<file path="src/rtl/mod_counter.sv">
// Parametrised up/down modulo counter with wrap/saturate, clear, load, tc pulse and sticky wrap flag.
// Optional enable prescaler is built only when MOD_COUNTER_PRESCALE_EN is defined.
module mod_counter #(
   parameter int WIDTH     = 8,
   parameter int MAX_VAL   = 2**WIDTH - 1,
   parameter int RESET_VAL = 0,
   parameter int PRESCALE  = 1
) (
   input  logic             clk,
   input  logic             rst,
   input  logic             enable,
   input  logic             clear,
   input  logic             load,
   input  logic [WIDTH-1:0] load_val,
   input  logic             dir,
   input  logic             saturate,
   output logic [WIDTH-1:0] count,
   output logic             tc,
   output logic             wrapped
);

   localparam logic [WIDTH-1:0] MAX_C   = WIDTH'(MAX_VAL);
   localparam logic [WIDTH-1:0] RESET_C = WIDTH'(RESET_VAL);
   localparam logic [WIDTH-1:0] ONE_C   = WIDTH'(1);

   if ((MAX_VAL < 1) || (longint'(MAX_VAL) >= (longint'(1) << WIDTH)) ||
       (RESET_VAL < 0) || (RESET_VAL > MAX_VAL) || (PRESCALE < 1)) begin : g_param_check
      $error("mod_counter: illegal parameters WIDTH=%0d MAX_VAL=%0d RESET_VAL=%0d PRESCALE=%0d",
             WIDTH, MAX_VAL, RESET_VAL, PRESCALE);
   end

   logic             tick;
   logic [WIDTH-1:0] count_q, count_d;
   logic             tc_q, tc_d;
   logic             wrapped_q, wrapped_d;

`ifdef MOD_COUNTER_PRESCALE_EN
   localparam int            PW       = (PRESCALE > 1) ? $clog2(PRESCALE) : 1;
   localparam logic [PW-1:0] PRE_LAST = PW'(PRESCALE - 1);

   logic [PW-1:0] pre_q, pre_d;

   always_comb begin
      pre_d = pre_q;
      tick  = 1'b0;
      if (clear || load) begin
         pre_d = '0;
      end else if (enable) begin
         if (pre_q == PRE_LAST) begin
            tick  = 1'b1;
            pre_d = '0;
         end else begin
            pre_d = pre_q + PW'(1);
         end
      end
   end

   always_ff @(posedge clk or negedge rst) begin
      if (!rst) pre_q <= '0;
      else      pre_q <= pre_d;
   end
`else
   assign tick = enable;
`endif

   always_comb begin
      // NOTE: every output of this block gets a default first so no path can infer a latch.
      count_d   = count_q;
      tc_d      = 1'b0;
      wrapped_d = wrapped_q;
      if (clear) begin
         count_d   = RESET_C;
         wrapped_d = 1'b0;
      end else if (load) begin
         count_d = (load_val > MAX_C) ? MAX_C : load_val;
      end else if (tick) begin
         if (dir) begin
            if (count_q < MAX_C) begin
               count_d = count_q + ONE_C;
               tc_d    = saturate && (count_d == MAX_C);
            end else if (!saturate) begin
               count_d   = '0;
               tc_d      = 1'b1;
               wrapped_d = 1'b1;
            end
         end else begin
            if (count_q != '0) begin
               count_d = count_q - ONE_C;
               tc_d    = saturate && (count_d == '0);
            end else if (!saturate) begin
               count_d   = MAX_C;
               tc_d      = 1'b1;
               wrapped_d = 1'b1;
            end
         end
      end
   end

   // NOTE: state registers use non-blocking assignments so every flop samples pre-edge values.
   always_ff @(posedge clk or negedge rst) begin
      if (!rst) begin
         count_q   <= RESET_C;
         tc_q      <= 1'b0;
         wrapped_q <= 1'b0;
      end else begin
         count_q   <= count_d;
         tc_q      <= tc_d;
         wrapped_q <= wrapped_d;
      end
   end

   assign count   = count_q;
   assign tc      = tc_q;
   assign wrapped = wrapped_q;

endmodule

</file>
<file path="config.mk">
export PLATFORM = sky130hd
export DESIGN_NAME = mod_counter
export DESIGN_NICKNAME = d
export VERILOG_FILES = /design/src/rtl/mod_counter.sv
export SDC_FILE = /design/constraint.sdc
export NUM_CORES = 1
export LEC_CHECK = 0
export CORE_AREA = 2 2 61 63
export CTS_CLUSTER_DIAMETER = 60
export DETAILED_ROUTE_END_ITERATION = 6
export DIE_AREA = 0 0 63 65
export HOLD_SLACK_MARGIN = 0.1
export SLEW_MARGIN = 30
export SYNTH_ARGS = -nofsm -noshare
export SYNTH_HDL_FRONTEND = slang
export SYNTH_SLANG_ARGS = --single-unit
</file>
<file path="constraint.sdc">
create_clock -name clk -period 2.97 [get_ports clk]
set_clock_uncertainty 0.1 [all_clocks]
set_input_delay 0.594 -clock clk [delete_from_list [all_inputs] [get_ports clk]]
set_output_delay 0.594 -clock clk [all_outputs]
set_load 0.005 [all_outputs]
</file>
* Yosys cells after proc, flatten, opt, wreduce, memory -nomap -nowiden
Cells that the tools add are included.
** Word-level totals
- Register bits after elaboration :: 10
- Bits of input ports :: 15
- Output and inout bits :: 10
- Logic and storage cells :: 44
** Operators by class
- Add/sub/neg operators :: 2
- Magnitude comparators :: 2
- Equal/unequal tests :: 6
- Multiplexer cells :: 23
- Reductions and logical operators :: 8
** Operators with widths (count)
- two-way mux 8 bit :: 9
- two-way mux 1 bit :: 14
- != test 5 x 4 -> 1 bit (second input constant) :: 2
- adder 8 x 1 -> 8 bit (second input constant) :: 1
- == test 8 bit (second input constant) :: 1
- > comparator 8 bit (second input constant) :: 1
- logical NOT 8 bit :: 1
- less-than comparator 8 bit (second input constant) :: 1
- nonzero test 8 bit :: 1
- subtractor 8 x 1 -> 8 bit (second input constant) :: 1
- != test 3 bit (second input constant) :: 2
- AND reduction 4 bit :: 1
- AND reduction 3 bit :: 1
- nonzero test 3 bit :: 1
- logical AND 1 bit :: 2
- != test 2 bit (second input constant) :: 1
- nonzero test 2 bit :: 1

* Depth between registers and ports, before layout
Gate-level depths: netlist (run 1).
- Depth in word-level cells :: 8
- Depth in mapped cells :: 8

* Worst setup path after synthesis (run 1)
OpenSTA, ideal clock, no wires.
- Path kind :: flip-flop to flip-flop
- Start :: reg count_q[0], in the netlist count[0]
- End :: reg count_q[1], in the netlist count[1]
- Library setup time :: 0.125 ns
- Arrival :: 2.168 ns
- Slack :: 0.577 ns
- Stages on the path, launching flop included :: 9
- Path buffers :: 1
- Cells stage by stage :: dfrtp_1 clkbuf_1 inv_1 ha_1 or4b_4 nor2_4 o21ai_2 a21oi_4 mux2_4
** Between the ends
- Word-level cells in the longest chain between the ends :: 6
- Elaborated cells on any way between the ends :: 13
** RTL lines
- start: declaration :: RTL line 33 : logic [WIDTH-1:0] count_q, count_d;
- start signal: assignment :: RTL line 106 : count_q <= count_d;
- subtractor 8 x 1 -> 8 bit (tied with other cells) :: RTL line 88 : count_d = count_q - ONE_C;
- two-way mux 8 bit, on equally long branches :: RTL line 87, 78
- two-way mux 8 bit :: RTL line 77 : if (dir) begin
- two-way mux 8 bit :: RTL line 76 : end else if (tick) begin
- two-way mux 8 bit :: RTL line 74 : end else if (load) begin
- two-way mux 8 bit :: RTL line 71 : if (clear) begin
Parallel ways exist; a longest one is shown, timed or not. The select of a mux whose other input is x is not followed.
A chain may end at the register's enable or synchronous reset.

* Final worst setup path (run 1)
- Start :: reg count_q[1], in the netlist count[1]
- End :: reg tc_q, in the netlist tc
** Between the ends
- Word-level cells in the longest chain between the ends :: 8
- Elaborated cells on any way between the ends :: 14
** RTL lines
- adder 8 x 1 -> 8 bit / subtractor 8 x 1 -> 8 bit (equally long branches) :: RTL line 79, 88
- == test 8 bit / logical NOT 8 bit (equally long branches) :: RTL line 80, 89
- logical AND 1 bit, on equally long branches :: RTL line 80, 89
- two-way mux 1 bit, on equally long branches :: RTL line 78, 87
- two-way mux 1 bit (*) :: RTL line 77
- two-way mux 1 bit (*) :: RTL line 76
- two-way mux 1 bit (*) :: RTL line 74
- two-way mux 1 bit (*) :: RTL line 71
- via tc_d :: RTL line 34 : logic tc_q, tc_d;
- end signal: assignment :: RTL line 107 : tc_q <= tc_d;
- end: declaration :: RTL line 34
Mark *: on every way through the listed nets, which the timed path passes. The rest lies on a longest branch.

==> reports/qor.csv, run 1 <==
metric;value;unit
area_growth;26.5;%
cts_resized;0;
dpl_worst_slack;0.324;ns
rsz0062_at_grt;false;
synth_area;1160;um^2
cts_sinks;10;
clk_path_buf_depth;2;
clkPwrFrac;17.3;%
crit_arrival;2.65;ns
drc_errors;0;
worstSetupPathType;reg -> reg;
required;3.01;ns
fp-row-count;22;
outcome;completed;
p_comb_share;47.3;%
final_common_cell;clkdlybuf4s50_1;
htree_levels;1;
finalCriticalPeriod;2.60;ns
place_inst;205;
antenna_found_initial;0;
critPathLaunchType;register;
intPower;0.325;mW
async_flop_share;100;%
die_width;63;um
diodes;0;
portBuffers;24;
clk_pin_slew_worst_paths;0.06;ns
drv_cap;0;
synth-seq-cells;10;
pin_count;25;
fin_crit_sh;87.6;%
p_leak;0.553;nW
dieHeight;65;um
synth_top_area_share;21.6;%
max_stage_delay;0.54;ns
final_cell_mix;clkdlybuf4s50_1, dfrtp_1, a21oi_1, o21ai_0, nor2_1;
cts_setup_buffers;0;
drt_first_pass_iters;4;
powerDensity;360;nW/um^2
fmax;384;MHz
clockRootBuffer;clkbuf_4;
switching_share;38.3;%
core;3500;um^2
grt_util_all_layers;17.6;%
hold_class;reg -> reg;
total_power;0.526;mW
synthTopCellsByArea;dfrtp_1, mux2_4, ha_1, a32o_1, a21oi_1;
timing.final.ws_setup;0.369;ns
rrSetupSlack;0.37;ns
fillers;375;
hold_violations;0;
routed_via_density;5.70;
cts_tree;built;
worst_pin_slew;0.647;ns
ctsHoldBuffers;0;
synth_warnings;0;
ant_nets;0;
finalHoldWorstSlack;0.406;ns
max-slew-margin-rel;56.2;%
critPathBufInv;1;
critPathMaxFanout;6;
cp_top_family;compound AO/OA/AOI/OAI gates;
dpl_cell_area;1440;um^2
syn_area_per_cell;8.38;um^2
grt.overflow.total;0;
setup_viol;0;
cts_buffers;3;
fin_util;41.8;%
start_util;33.1;%
ff_latch_area;250;um^2
synth_nets;158;
layout.nets;182;
hpwl;2570;um
stdcell_count;208;
synth_flop_cell;dfrtp_1;
post_drt_wl_per_cell;16.3;um
synth_cell_types;48;
multi_input_area;833;um^2
dieArea;4100;um^2
slowest_stage;nor4b_1;
syn_inst;138;
place_congestion;0.898;
crit_path_cell_trace;inv_1, ha_1, nor4b_1, a21oi_1, a21bo_2, o2111ai_1, a211oi_1;
synth-edff-count;0;
clock_latency;0.26;ns
synth_largest_area_cell;dfrtp_1;
slew_viol_final;0;
vias;1185;
grt_pass1_wl;5580;um
critPathCaptureType;register;
p_seq_share;35.4;%
max-vdd-ir-drop;0.202;mV
grt_pass1_vias;1147;
drive_above_1_share;16.3;%
yosysSeqAreaShare;21.6;%
design_area;1460;um^2
grt_max_degree;20;
setup_tns;0;ns
power.net_switching;0.202;mW
drtIter0Drc;37;
routed_wl;3390;um
synthesized netlist by cell type, drive strengths merged (2+ instances only):
library cell and number:
nor2b 2, o211ai 2, nor4b 2, dfrtp 10, a21boi 3, a32o 5
a22o 2, buf 3, mux2i 2, and4 2, or2 2, a21oi 10
clkbuf 7, o21ai 10, and3 2, or3 3, and2 3, a31o 2
a31oi 2, mux2 7, ha 5, nand3 8, nand4 3, inv 5
nor2 10, nand2b 2, nor3 5, nand2 4
cell type report:
type / count / area share, %
multi-input cells: 113 / 57.0
repair buffers: 29 / 19.0
flip-flops and latches: 10 / 17.1
well taps: 48 / 4.11
clock buffers: 3 / 1.54
inverters: 5 / 1.28
final timing paths:
check	from	to	cells past startpoint
min reg2reg	wrapped$_DFFE_PN0P_	wrapped$_DFFE_PN0P_	1
max reg2reg	count[1]$_DFFE_PN0P_	tc$_DFF_PN0_	7
max	count[1]$_DFFE_PN0P_	tc$_DFF_PN0_	7
min	wrapped$_DFFE_PN0P_	wrapped$_DFFE_PN0P_	1
max in group asynchronous	rst	count[7]$_DFFE_PN0P_	1
min in group asynchronous	rst	count[3]$_DFFE_PN0P_	1
cell families (layout without fill, tap and decap cells):
| group | Yosys count | in the layout | share of synthesized area [%] |
|---|---|---|---|
| fa+ha+maj | 5 | 5 | 5.41 |
| flops | 10 | 10 | 21.6 |
| compound gates | 44 | 44 | 27.6 |
| buf+inv | 15 | 37 | 6.28 |
| simple gates | 54 | 54 | 27.8 |
| mux | 9 | 9 | 10.5 |
| xor+xnor | 1 | 1 | 0.758 |
power by group through the flow:
stage	Combinational, mW	Sequential, mW	Clock, mW
global route	0.271	0.189	0.106
floorplan	0.178	0.165	0
CTS	0.248	0.186	0.0977
global placement	0.243	0.187	0
detailed placement	0.247	0.188	0
finish	0.249	0.186	0.0911
routing by layer:
| layer | part of all wire [%] | wire length (um) | global-route usage (%) |
|---|---|---|---|
| met2 | 46 | 1570 | 28.1 |
| met4 | 1.2 | 39 | 6.11 |
| met1 | 46 | 1570 | 22.7 |
| met3 | 6.1 | 206 | 5.03 |
| met5 | 0 | 0 | 0 |
worst register-to-register path: cells and delay by family, from the launching register on:
kind | cells | cell delay (ns)
flip-flops | 1 | 0.46
AO/OA/AOI/OAI | 4 | 1.08
buffers and inverters | 1 | 0.14
AND/OR/NAND/NOR | 1 | 0.54
adder cells (fa/ha/maj) | 1 | 0.17
state kept, by name (all words and copies together) (netlist names):
signal / count
count: 8
tc: 1
wrapped: 1
Power figures use the tool's default switching activity.
==> inputs of run 2 (changes only) <==
==> constraint.sdc (replaced) <==
create_clock -name clk -period 2.97 [get_ports clk]
set_clock_uncertainty 0.1 [all_clocks]
set_input_delay 0.594 -clock clk [delete_from_list [all_inputs] [get_ports clk]]
set_output_delay 0.594 -clock clk [all_outputs]
set_load 0.1 [all_outputs]
==> run 2 against run 1 <==
Net effect: via count up 1.5%; non-clock buffer count unchanged; final cell count unchanged; maximum frequency down 1.9%; critical path type unchanged; critical endpoint unchanged; largest cell class unchanged.
==> reports/qor.csv, run 2 (synthesis results as in run 1) <==
metric;value;unit;change
hold_violations;0;;unchanged
setup_tns;0;ns;unchanged
core;3500;um^2;unchanged
setup_viol;0;;unchanged
drtIter0Drc;65;;+76%
start_util;33.1;%;unchanged
worstSetupPathType;reg -> reg;;
antenna_found_initial;0;;unchanged
wl_met3;265;um;+29%
critPathLaunchType;register;;
routed_wl;3410;um;+0.44%
post_drt_wl_per_cell;16.4;um;+0.44%
final_common_cell;buf_4;;
pin_count;25;;unchanged
cts_buffers;3;;unchanged
htree_levels;1;;unchanged
top_signal_layer_used;met4;;
max-slew-margin-rel;51.0;%;-5.2 points
rsz0062_at_grt;false;;
grt.overflow.total;0;;unchanged
critPathBufInv;1;;unchanged
cts_resized;0;;unchanged
max-vdd-ir-drop;0.226;mV;+12%
critPathMaxFanout;6;;unchanged
cts_sinks;10;;unchanged
drc_errors;0;;unchanged
portBuffers;24;;unchanged
finalCriticalPeriod;2.65;ns;+0.0502 ns
vias;1203;;+1.5%
powerDensity;432;nW/um^2;+20%
slowest_stage;nor4b_1;;
hpwl;2550;um;-0.62%
clk_path_buf_depth;2;;unchanged
largest_reg_flops;8;;unchanged
critPathCaptureType;register;;
clk_pin_slew_worst_paths;0.07;ns;about the same
drt_first_pass_iters;4;;unchanged
cp_top_family;compound AO/OA/AOI/OAI gates;;
clock_latency;0.28;ns;+0.02 ns
crit_path_cell_trace;inv_1, ha_1, nor4b_1, a21oi_1, a21bo_2, o2111ai_1, a211oi_1;;
dpl_cell_area;1420;um^2;-1.7%
finalHoldWorstSlack;0.417;ns;+0.0114 ns
hold_class;reg -> reg;;
drive_above_1_share;22.5;%;+6.3 points
dr_wl_met2;1540;um;-2.4%
worst_pin_slew;0.725;ns;+0.0774 ns
ctsHoldBuffers;0;;unchanged
outcome;completed;;
routed_via_density;5.78;;+1.5%
required;3.03;ns;+0.02 ns
p_leak;0.570;nW;+3.0%
fp-row-count;22;;unchanged
layout.nets;182;;unchanged
place_congestion;0.921;;+2.5%
drv_cap;0;;unchanged
met1Wirelength;1560;um;-0.70%
grt_pass1_vias;1174;;+2.4%
design_area;1440;um^2;-1.7%
area_growth;24.4;%;
crit_arrival;2.71;ns;+0.06 ns
slew_viol_final;0;;unchanged
grt_util_all_layers;17.4;%;-0.23 points
fin_crit_sh;89.3;%;+1.7 points
cts_setup_buffers;0;;unchanged
cts_tree;built;;
grt_max_degree;20;;unchanged
dieHeight;65;um;unchanged
ant_nets;0;;unchanged
diodes;0;;unchanged
fmax;377;MHz;-1.9%
final_cell_mix;buf_4, clkdlybuf4s50_1, dfrtp_1;;
die_width;63;um;unchanged
dieArea;4100;um^2;unchanged
grt_pass1_wl;5550;um;-0.50%
max_stage_delay;0.60;ns;+0.06 ns
clockRootBuffer;clkbuf_4;;
[run 2: cell count changes in the layout (fill, tap and decap cells not counted)]
cell,before,now
clkdlybuf4s50_1,24,14
buf_4,5,15
[run 2: final timing paths]
path,startpoint,end,slack [ns],cells after the start
worst max-delay path,count[1]$_DFFE_PN0P_,tc$_DFF_PN0_,0.32,7
max in group asynchronous,rst,count[2]$_DFFE_PN0P_,1.93,1
worst max register to register,count[1]$_DFFE_PN0P_,tc$_DFF_PN0_,0.32,7
worst min-delay path,wrapped$_DFFE_PN0P_,wrapped$_DFFE_PN0P_,0.42,1
worst min register to register,wrapped$_DFFE_PN0P_,wrapped$_DFFE_PN0P_,0.42,1
min in group asynchronous,rst,tc$_DFF_PN0_,0.52,1
[run 2: final cells by class]
cell class	count	area (um^2)
Clock buffer	3	22.5
Fill cell	364	2060
Inverter	5	18.8
Multi-Input combinational cell	113	833
Sequential cell	10	250
Tap cell	48	60.1
Timing Repair Buffer	29	253
[run 2: through the flow]
step	worst slack (ns)	power [mW]	util (%)	instances
CTS	0.433	0.617	41.1	208
finish	0.319	0.620	41.1	208
global route	0.242	0.658	41.1	208
global placement	0.383	0.519	40.5	205
detailed placement	0.349	0.521	40.5	205
floorplan	0.113	0.434	-	138
[run 2: power breakdown]
group	internal, mW	total [mW]	switching [mW]	leakage [nW]
Clock	0.0469	0.0970	0.0501	0.0138
Combinational	0.125	0.337	0.212	0.424
Sequential	0.148	0.187	0.0385	0.132
Total	0.320	0.620	0.301	0.570
[run 2: per-layer routing]
layer | up-vias | global-route usage (%)
met5 | - | 0
met4 | 0 | 5.00
met3 | 6 | 3.65
met2 | 53 | 30.2
met1 | 566 | 21.7
li1 | 578 | -
